### src/rtl/dt_pkg.sv
// Shared types and constants for the distance-transform pass scheduler.
package dt_pkg;

  localparam int unsigned DT_IMG_W = 128;
  localparam int unsigned DT_IMG_H = 128;

  // Width of the untouched image border; interior spans BORDER .. dim-1-BORDER.
  localparam int unsigned DT_BORDER = 1;

  typedef enum logic [2:0] {
    StIdle,
    StFLoad,
    StFIssue,
    StDrain,
    StBLoad,
    StBIssue,
    StFin
  } dt_sched_state_t;

  typedef enum logic {
    DT_FWD = 1'b0,
    DT_BWD = 1'b1
  } dt_pass_t;

endpackage

### src/rtl/dt_raster_cnt.sv
// Loadable up/down coordinate counter that stops at a caller-supplied terminal
// value; the next-state value is exported so the caller can register outputs.
module dt_raster_cnt #(
  parameter int unsigned W = 7
) (
  input  logic         clk,
  input  logic         reset,
  input  logic         load,
  input  logic [W-1:0] load_val,
  input  logic         step,
  input  logic         down,
  input  logic [W-1:0] term_val,
  output logic [W-1:0] val,
  output logic [W-1:0] nxt,
  output logic         at_term
);

  logic [W-1:0] cnt_q, cnt_d;

  assign at_term = (cnt_q == term_val);
  assign val     = cnt_q;
  assign nxt     = cnt_d;

  // Stepping is suppressed at the terminal value so the count can never wrap.
  always_comb begin
    cnt_d = cnt_q;
    if (load) begin
      cnt_d = load_val;
    end else if (step && !at_term) begin
      cnt_d = down ? (cnt_q - W'(1)) : (cnt_q + W'(1));
    end
  end

  always_ff @(posedge clk or posedge reset) begin
    if (reset) begin
      cnt_q <= '0;
    end else begin
      cnt_q <= cnt_d;
    end
  end

endmodule

### src/rtl/dt_pass_sched.sv
// Sequences forward raster pass, drain and backward raster pass of one distance
// transform; every output is a flop loaded from next-state values.
module dt_pass_sched
  import dt_pkg::*;
#(
  parameter int unsigned IMG_W = DT_IMG_W,
  parameter int unsigned IMG_H = DT_IMG_H,
  parameter int unsigned CW    = $clog2(IMG_W)
) (
  input  logic          clk,
  input  logic          reset,
  input  logic          start,
  input  logic          abort,
  output logic          busy,
  output logic          done,
  output logic          ln_req,
  output logic [CW-1:0] ln_row,
  input  logic          ln_ack,
  output logic          pix_valid,
  input  logic          pix_ready,
  output logic          pix_pass,
  output logic [CW-1:0] pix_row,
  output logic [CW-1:0] pix_col,
  output logic          pix_last,
  input  logic          eng_idle
);

  localparam logic [CW-1:0] Lo    = CW'(DT_BORDER);
  localparam logic [CW-1:0] ColHi = CW'(IMG_W - 1 - DT_BORDER);
  localparam logic [CW-1:0] RowHi = CW'(IMG_H - 1 - DT_BORDER);

  dt_sched_state_t state_q, state_d;

  logic          bwd_cur;
  logic          row_load, row_step, row_term;
  logic          col_load, col_step, col_term;
  logic [CW-1:0] row_load_val, col_load_val;
  logic [CW-1:0] row_val, row_nxt, col_val, col_nxt;
  logic [CW-1:0] row_term_val, col_term_val;

  logic          busy_d, done_d, req_d, valid_d, last_d;
  dt_pass_t      pass_d;

  assign bwd_cur      = (state_q == StBLoad) || (state_q == StBIssue);
  assign row_term_val = bwd_cur ? Lo : RowHi;
  assign col_term_val = bwd_cur ? Lo : ColHi;

  dt_raster_cnt #(
    .W (CW)
  ) u_row_cnt (
    .clk      (clk),
    .reset    (reset),
    .load     (row_load),
    .load_val (row_load_val),
    .step     (row_step),
    .down     (bwd_cur),
    .term_val (row_term_val),
    .val      (row_val),
    .nxt      (row_nxt),
    .at_term  (row_term)
  );

  dt_raster_cnt #(
    .W (CW)
  ) u_col_cnt (
    .clk      (clk),
    .reset    (reset),
    .load     (col_load),
    .load_val (col_load_val),
    .step     (col_step),
    .down     (bwd_cur),
    .term_val (col_term_val),
    .val      (col_val),
    .nxt      (col_nxt),
    .at_term  (col_term)
  );

  always_comb begin
    state_d      = state_q;
    row_load     = 1'b0;
    row_load_val = Lo;
    row_step     = 1'b0;
    col_load     = 1'b0;
    col_load_val = Lo;
    col_step     = 1'b0;

    unique case (state_q)
      StIdle, StFin: begin
        if (start) begin
          state_d      = StFLoad;
          row_load     = 1'b1;
          row_load_val = Lo;
        end
      end
      StFLoad: begin
        if (ln_ack) begin
          state_d      = StFIssue;
          col_load     = 1'b1;
          col_load_val = Lo;
        end
      end
      // pix_valid is high throughout the issue states, so pix_ready alone marks a transfer.
      StFIssue: begin
        if (pix_ready) begin
          if (!col_term) begin
            col_step = 1'b1;
          end else if (row_term) begin
            state_d = StDrain;
          end else begin
            row_step = 1'b1;
            state_d  = StFLoad;
          end
        end
      end
      StDrain: begin
        if (eng_idle) begin
          state_d      = StBLoad;
          row_load     = 1'b1;
          row_load_val = RowHi;
        end
      end
      StBLoad: begin
        if (ln_ack) begin
          state_d      = StBIssue;
          col_load     = 1'b1;
          col_load_val = ColHi;
        end
      end
      StBIssue: begin
        if (pix_ready) begin
          if (!col_term) begin
            col_step = 1'b1;
          end else if (row_term) begin
            state_d = StFin;
          end else begin
            row_step = 1'b1;
            state_d  = StBLoad;
          end
        end
      end
      default: state_d = StIdle;
    endcase

    if (abort) begin
      state_d  = StIdle;
      row_load = 1'b0;
      row_step = 1'b0;
      col_load = 1'b0;
      col_step = 1'b0;
    end
  end

  always_ff @(posedge clk or posedge reset) begin
    if (reset) begin
      state_q <= StIdle;
    end else begin
      state_q <= state_d;
    end
  end

  // Output decode works on next-state values so the ports come straight from flops.
  always_comb begin
    busy_d  = state_d inside {StFLoad, StFIssue, StDrain, StBLoad, StBIssue};
    done_d  = (state_d == StFin);
    req_d   = (state_d == StFLoad) || (state_d == StBLoad);
    valid_d = (state_d == StFIssue) || (state_d == StBIssue);
    pass_d  = (state_d == StBIssue) ? DT_BWD : DT_FWD;
    last_d  = 1'b0;
    if (valid_d) begin
      last_d = (pass_d == DT_BWD) ? ((row_nxt == Lo) && (col_nxt == Lo))
                                  : ((row_nxt == RowHi) && (col_nxt == ColHi));
    end
  end

  always_ff @(posedge clk or posedge reset) begin
    if (reset) begin
      busy      <= 1'b0;
      done      <= 1'b0;
      ln_req    <= 1'b0;
      ln_row    <= '0;
      pix_valid <= 1'b0;
      pix_pass  <= 1'b0;
      pix_row   <= '0;
      pix_col   <= '0;
      pix_last  <= 1'b0;
    end else begin
      busy      <= busy_d;
      done      <= done_d;
      ln_req    <= req_d;
      ln_row    <= req_d ? row_nxt : '0;
      pix_valid <= valid_d;
      pix_pass  <= pass_d;
      pix_row   <= valid_d ? row_nxt : '0;
      pix_col   <= valid_d ? col_nxt : '0;
      pix_last  <= last_d;
    end
  end

endmodule

### config.mk
export PLATFORM = sky130hd
export DESIGN_NAME = dt_pass_sched
export DESIGN_NICKNAME = d
export VERILOG_FILES = /design/src/rtl/dt_pkg.sv /design/src/rtl/dt_raster_cnt.sv /design/src/rtl/dt_pass_sched.sv
export SDC_FILE = /design/constraint.sdc
export NUM_CORES = 1
export LEC_CHECK = 0
export ABC_AREA = 1
export BUFFER_PORTS_ARGS = -buffer_cell sky130_fd_sc_hd__clkbuf_2
export CORE_MARGIN = 2
export CORE_UTILIZATION = 35
export DETAILED_ROUTE_END_ITERATION = 7
export GPL_TIMING_DRIVEN = 1
export REMOVE_ABC_BUFFERS = 1
export SETUP_SLACK_MARGIN = 0.2
export SYNTH_ARGS = -nofsm -noshare
export SYNTH_HDL_FRONTEND = slang
export SYNTH_SLANG_ARGS = --single-unit
### constraint.sdc
create_clock -name clk -period 4.3 [get_ports clk]
set_clock_uncertainty 0.05 [all_clocks]
set_input_delay 0.645 -clock clk [delete_from_list [all_inputs] [get_ports clk]]
set_output_delay 0.645 -clock clk [all_outputs]
set_load 0.05 [all_outputs]
# Yosys cells after proc, flatten, opt, wreduce, memory -nomap -nowiden
# Cells that the tools add are included.
# Widths: inputs -> output; s select.
[classes]
n_addsub = 4
n_eq_ne = 18
n_mux = 45
reduce_logical = 14
[ops]
columns = ["cell", "count"]
rows = [
  ["$mux 7", 14],
  ["$mux 3", 9],
  ["$eq 3x3->1 const B", 6],
  ["$mux 1", 18],
  ["$pmux 3 s6", 1],
  ["$add 7x1->7 const B", 2],
  ["$eq 7x1->1 const B", 2],
  ["$eq 7x7->1", 2],
  ["$eq 7x7->1 const B", 2],
  ["$sub 7x1->7 const B", 2],
  ["$eq 3x2->1 const B", 4],
  ["$eq 3x1->1 const B", 2],
  ["$reduce_or 2->1", 3],
  ["$reduce_bool 5->1", 1],
  ["$logic_and 1x1->1", 4],
  ["$mux 2", 2],
  ["$logic_not 3->1", 1],
  ["$logic_or 1x1->1", 3],
  ["$logic_not 1->1", 2],
  ["$pmux 1 s2", 1],
]
[totals]
regBits = 44
input_bits = 7
output_inout_bits = 27
word_cells = 93

# Longest topological paths before layout
[logic_depth]
ltp_word = 16
ltp_mapped = 20
depth_no_buf = 20

# Modules after synthesis
# A second synthesis with hierarchy kept.
[unflattened]
cells_unflattened = 406
area_unflattened_um2 = 3029.2
[modules_own_cells]
columns = ["module", "instances", "cells_per_inst", "area_each_um2", "seq_area_each_um2"]
rows = [
  ["dt_raster_cnt", 2, 127, 773.2, 175.2],
  ["dt_pass_sched", 1, 152, 1482.7, 750.7],
]

# Least setup slack after synthesis
# No wires, ideal clock.
[synth_timing]
kind = "register to register"
from = "reg state_q[0]"
to = "reg pix_col[0]"
setup_time_ns = 0.119
arrival_time_ns = 2.410
required_time_ns = 4.131
slack_ns = 1.721
path_stages_with_launch = 19
path_buffers = 1
synth_period_minus_slack_ns = 2.579
cell_sequence = "dfrtp_1 -> nor2_1 -> nand2_2 -> nand2_4 -> ha_1 -> nand2_1 -> inv_1 -> nand2_1 -> nor2_1 -> nand3_4 -> nor2_4 -> nand2_1 -> nand3b_1 -> nand2_2 -> nand4_1 -> nand2_2 -> inv_2 -> buf_12 -> nor2_4"
[synth_via]
elab_chain_cells = 12
elab_cells_between_ends = 42
classes_between = "10 x eq/ne; 24 x mux; 8 x reduce/logical"
[synth_lines]
columns = ["item", "line_no", "source"]
rows = [
  ["from (decl)", "dt_pass_sched.sv:32", "dt_sched_state_t state_q, state_d;"],
  ["from (signal assigned)", "dt_pass_sched.sv:155", "state_q <= StIdle;"],
  ["from (signal assigned)", "dt_pass_sched.sv:157", "state_q <= state_d;"],
  ["$eq 3x3->1", "dt_pass_sched.sv:44, dt_pass_sched.sv:87", ""],
  ["$logic_or 1x1->1", "dt_pass_sched.sv:44", "assign bwd_cur = (state_q == StBLoad) || (state_q == StBIssue);"],
  ["$mux 7", "dt_pass_sched.sv:45, dt_pass_sched.sv:46", ""],
  ["$eq 7x7->1", "dt_raster_cnt.sv:20", "assign at_term = (cnt_q == term_val);"],
  ["$mux 2, on equally long branches", "dt_pass_sched.sv:133, dt_pass_sched.sv:107", ""],
  ["$mux 3, on equally long branches", "dt_pass_sched.sv:131, dt_pass_sched.sv:105", ""],
  ["$mux 3, on equally long branches", "dt_pass_sched.sv:130, dt_pass_sched.sv:104", ""],
  ["$pmux 3 s6 *", "dt_pass_sched.sv:87", "unique case (state_q)"],
  ["$mux 3 *", "dt_pass_sched.sv:144", "if (abort) begin"],
  ["$eq 3x2->1 / $eq 3x3->1 (equally long branches)", "dt_pass_sched.sv:166", "valid_d = (state_d == StFIssue) || (state_d == StBIssue);"],
  ["$logic_or 1x1->1 *", "dt_pass_sched.sv:166", ""],
  ["named net valid_d", "dt_pass_sched.sv:41", "logic busy_d, done_d, req_d, valid_d, last_d;"],
  ["$mux 7 *", "dt_pass_sched.sv:194", "pix_col <= valid_d ? col_nxt : '0;"],
  ["to (signal assigned)", "dt_pass_sched.sv:194", ""],
  ["to (decl)", "dt_pass_sched.sv:23", "output logic [CW-1:0] pix_col,"],
]
# Mark *: on every way through the listed nets, which the timed path passes. The rest lies on a longest branch.

# Final worst setup path
[layout_timing]
from = "reg state_q[0]"
to = "reg pix_row[0]"
[layout_via]
elab_cells_between_ends = 42
classes_between = "10 x eq/ne; 25 x mux; 7 x reduce/logical"
[layout_lines]
columns = ["item", "line_no", "source"]
rows = [
  ["$eq 3x3->1", "dt_pass_sched.sv:44, dt_pass_sched.sv:87", ""],
  ["$logic_or 1x1->1", "dt_pass_sched.sv:44", ""],
  ["$mux 7", "dt_pass_sched.sv:46", "assign col_term_val = bwd_cur ? Lo : ColHi;"],
  ["$eq 7x7->1", "dt_raster_cnt.sv:20", ""],
  ["$mux 3, on equally long branches", "dt_pass_sched.sv:131, dt_pass_sched.sv:105", ""],
  ["$mux 3, on equally long branches", "dt_pass_sched.sv:130, dt_pass_sched.sv:104", ""],
  ["$pmux 3 s6 *", "dt_pass_sched.sv:87", ""],
  ["$mux 3 *", "dt_pass_sched.sv:144", ""],
  ["named net state_d[0]", "dt_pass_sched.sv:32", ""],
  ["$eq 3x2->1 / $eq 3x3->1 (equally long branches)", "dt_pass_sched.sv:166", ""],
  ["$logic_or 1x1->1 *", "dt_pass_sched.sv:166", ""],
  ["named net valid_d", "dt_pass_sched.sv:41", ""],
  ["$mux 7 *", "dt_pass_sched.sv:193", "pix_row <= valid_d ? row_nxt : '0;"],
  ["to (signal assigned)", "dt_pass_sched.sv:193", ""],
  ["to (decl)", "dt_pass_sched.sv:22", "output logic [CW-1:0] pix_row,"],
]
# Marks and branches as above.

==> results_dict.tcl <==
set metrics [dict create \
    layout-drive-gt1-share 0.188 \
    irDropWorstVdd_uv 204 \
    final_nets 406 \
    period_share 0.740 \
    grt.overflow.total 0 \
    synth-edff-count 0 \
    wl_mm 5.98 \
    drt-wirelength-per-cell_um 12.2 \
    ctsResizeCount 0 \
    yosysSeqAreaShare 0.405 \
    syn_inst 347 \
    path_max_fanout 15 \
    leakagePower_nw 1.72 \
    switching_share 0.394 \
    ys_ff_latch 44 \
    fillers 796 \
    area_delta_synth_final_pct 14.5 \
    ctsHoldBuffers 0 \
    rsz0062_at_grt "false" \
    grt_usage 0.149 \
    worstSetupStartpointType "register" \
    grt_pass1_vias 2207 \
    pwr-share-seq 0.403 \
    cts_tree "built" \
    pin_count 34 \
    maxSlewHeadroom 0.603 \
    grt_pass1_wl_mm 10.1 \
    dp_cells 482 \
    synthesis.area_um2 2720 \
    hpwlAfterDp_mm 4.66 \
    tightestPinTransition_ns 0.594 \
    min_path_type "in -> async" \
    ant_nets 0 \
    synth_top_flop_cell "dfrtp_1" \
    p_switching_mw 0.503 \
    outcome "finished clean" \
    drt_pass1_iterations 4 \
    reg2reg_from "state_q[0]" \
    placed_cell_area_um2 3000 \
    final-instance-count-excl-fill 490 \
    p_int_mw 0.773 \
    vias_per_cell 4.67 \
    arrival_ns 3.31 \
    start_util 0.357 \
    fmax_mhz 314 \
    fin_crit_ns 3.18 \
    synthDistinctLibCells 30 \
    grt_antenna_before_repair 0 \
    p_clk_frac 0.259 \
    r2r_cells 17 \
    drt_iter0_drc 166 \
    synthDominantCellAreaShare 0.405 \
    timing.max_cap.violations 0 \
    gp_congestion 0.856 \
    dieArea_um2 8490 \
    vias 2288 \
    ys_warn_count 0 \
    r2r_slack_ns 1.12 \
    netlist.top_cell.by_area "dfrtp_1" \
    grt_max_degree 45 \
    yosys-top-cells-area "dfrtp_1 (41%), nand2_1 (12%), inv_1 (8.3%)" \
    drcViolationCount 0 \
    synth-async-reset-ratio 1.00 \
    worst_setup_path_end_kind "register" \
    path_class "reg -> reg" \
    finalMaxSlewViolations 0 \
    die_height_um 92.1 \
    fin_util 0.409 \
    postCtsSetupBuffers 0 \
    p_comb_frac 0.338 \
    final_cell_mix "nand2_1 (89), inv_1 (59), dfrtp_1 (44)" \
    numCtsBuffers 5 \
    setup_tns_ns 0 \
    clockBufferDepth 2 \
    r2r-end "pix_row[0]" \
    clk_pin_slew_ns 0.09 \
    port_buffers 33 \
    rows 32 \
    stdcell_area_um2 3110 \
    postSynthAreaPerCell_um2 7.83 \
    n_antenna_cell 0 \
    crit_required_ns 4.43 \
    finalSetupViolCount 0 \
    cts_sinks 44 \
    setup_ws_ns 1.12 \
    insertion_delay_ns 0.30 \
    core_um2 7610 \
    clock-root-buffer "clkbuf_8" \
    hold_viol_final 0 \
    pre_cts_slack_ns 1.19 \
    die_w_um 92.1 \
    layout_commonest_cell "nand2_1" \
    powerDensity_nw_per_um2 410 \
    cts_max_level 2 \
]
-- per-layer routing --
metal / GRT usage / part of all wire / vias to the layer above
li1: - / - / 1167
met1: 0.182 / 0.45 / 1091
met2: 0.276 / 0.52 / 26
met3: 0.0279 / 0.022 / 4
met4: 0.0261 / 0.0052 / 0
met5: 0 / 0 / -
-- power groups by stage --
stage          registers (mW)  clock network [mW]  logic (mW)
4_1_cts                 0.517               0.335       0.434
3_3_place_gp            0.524                   0       0.423
3_5_place_dp            0.526                   0       0.429
6_report                0.515               0.330       0.431
2_1_floorplan           0.545                   0       0.306
5_1_grt                 0.522               0.353       0.490
-- critical path, stage by stage (launching register included) --
cell,delay (ns)
dfrtp_1,0.45
nor2_1,0.09
nand2_2,0.13
nand2_4,0.16
ha_1,0.42
nand2_1,0.09
inv_1,0.07
nand2_1,0.06
nor2_1,0.23
nand3_4,0.21
o21ai_1,0.17
nand3b_1,0.10
nand2_2,0.11
inv_2,0.07
nand3_2,0.08
nand2_2,0.07
inv_2,0.40
nor2_1,0.08
-- sequential cells by signal, indices dropped and copies added (netlist names) --
register       cells
ln_row             7
pix_col            7
pix_row            7
u_col_cnt.val      7
u_row_cnt.val      7
state_q            3
busy               1
done               1
ln_req             1
pix_last           1
pix_pass           1
pix_valid          1
-- cells in the mapped netlist (all sizes together), types with 2 or more instances --
| cell type | n |
|---|---|
| fa | 2 |
| inv | 63 |
| xor2 | 5 |
| o21ai | 5 |
| nand2 | 98 |
| nand3b | 3 |
| nand4 | 8 |
| nand3 | 42 |
| a21oi | 12 |
| nor3 | 3 |
| nor2 | 42 |
| o21bai | 2 |
| ha | 10 |
| dfrtp | 44 |
-- worst max-delay path by stage --
stage                from         end  slack [ns]  cells past startpoint
2_1_floorplan  state_q[0]  pix_col[6]        1.58                     17
3_3_place_gp   state_q[0]  pix_col[6]        1.36                     17
3_5_place_dp   state_q[0]  pix_row[0]        1.19                     17
4_1_cts        state_q[0]  pix_row[0]        1.16                     17
5_1_grt        state_q[1]  pix_row[1]        0.83                     17
6_report       state_q[0]  pix_row[0]        1.12                     17
-- cell families after synthesis --
group | count (synthesis) | synth area share
compound gates | 22 | 0.0456
flops | 44 | 0.405
buf+inv | 65 | 0.0958
fa+ha+maj | 12 | 0.0608
xor+xnor | 6 | 0.0193
simple gates | 198 | 0.373
-- per-stage QoR --
stage | hold slack, ns | power [mW]
after global placement | 0.638 | 0.947
after detailed placement | 0.635 | 0.955
after floorplan | 0.556 | 0.850
after global routing | 0.439 | 1.37
final | 0.401 | 1.28
after CTS | 0.425 | 1.29
-- area by class of cell --
class / instances / area, µm² / area share
Inverter: 64 / 240 / 0.0772
Clock buffer: 5 / 68.8 / 0.0221
Sequential cell: 44 / 1100 / 0.354
Clock inverter: 3 / 46.3 / 0.0149
Multi-Input combinational cell: 238 / 1360 / 0.436
Timing Repair Buffer: 34 / 173 / 0.0555
Tap cell: 102 / 128 / 0.0410
Power figures use the tool's default switching activity.
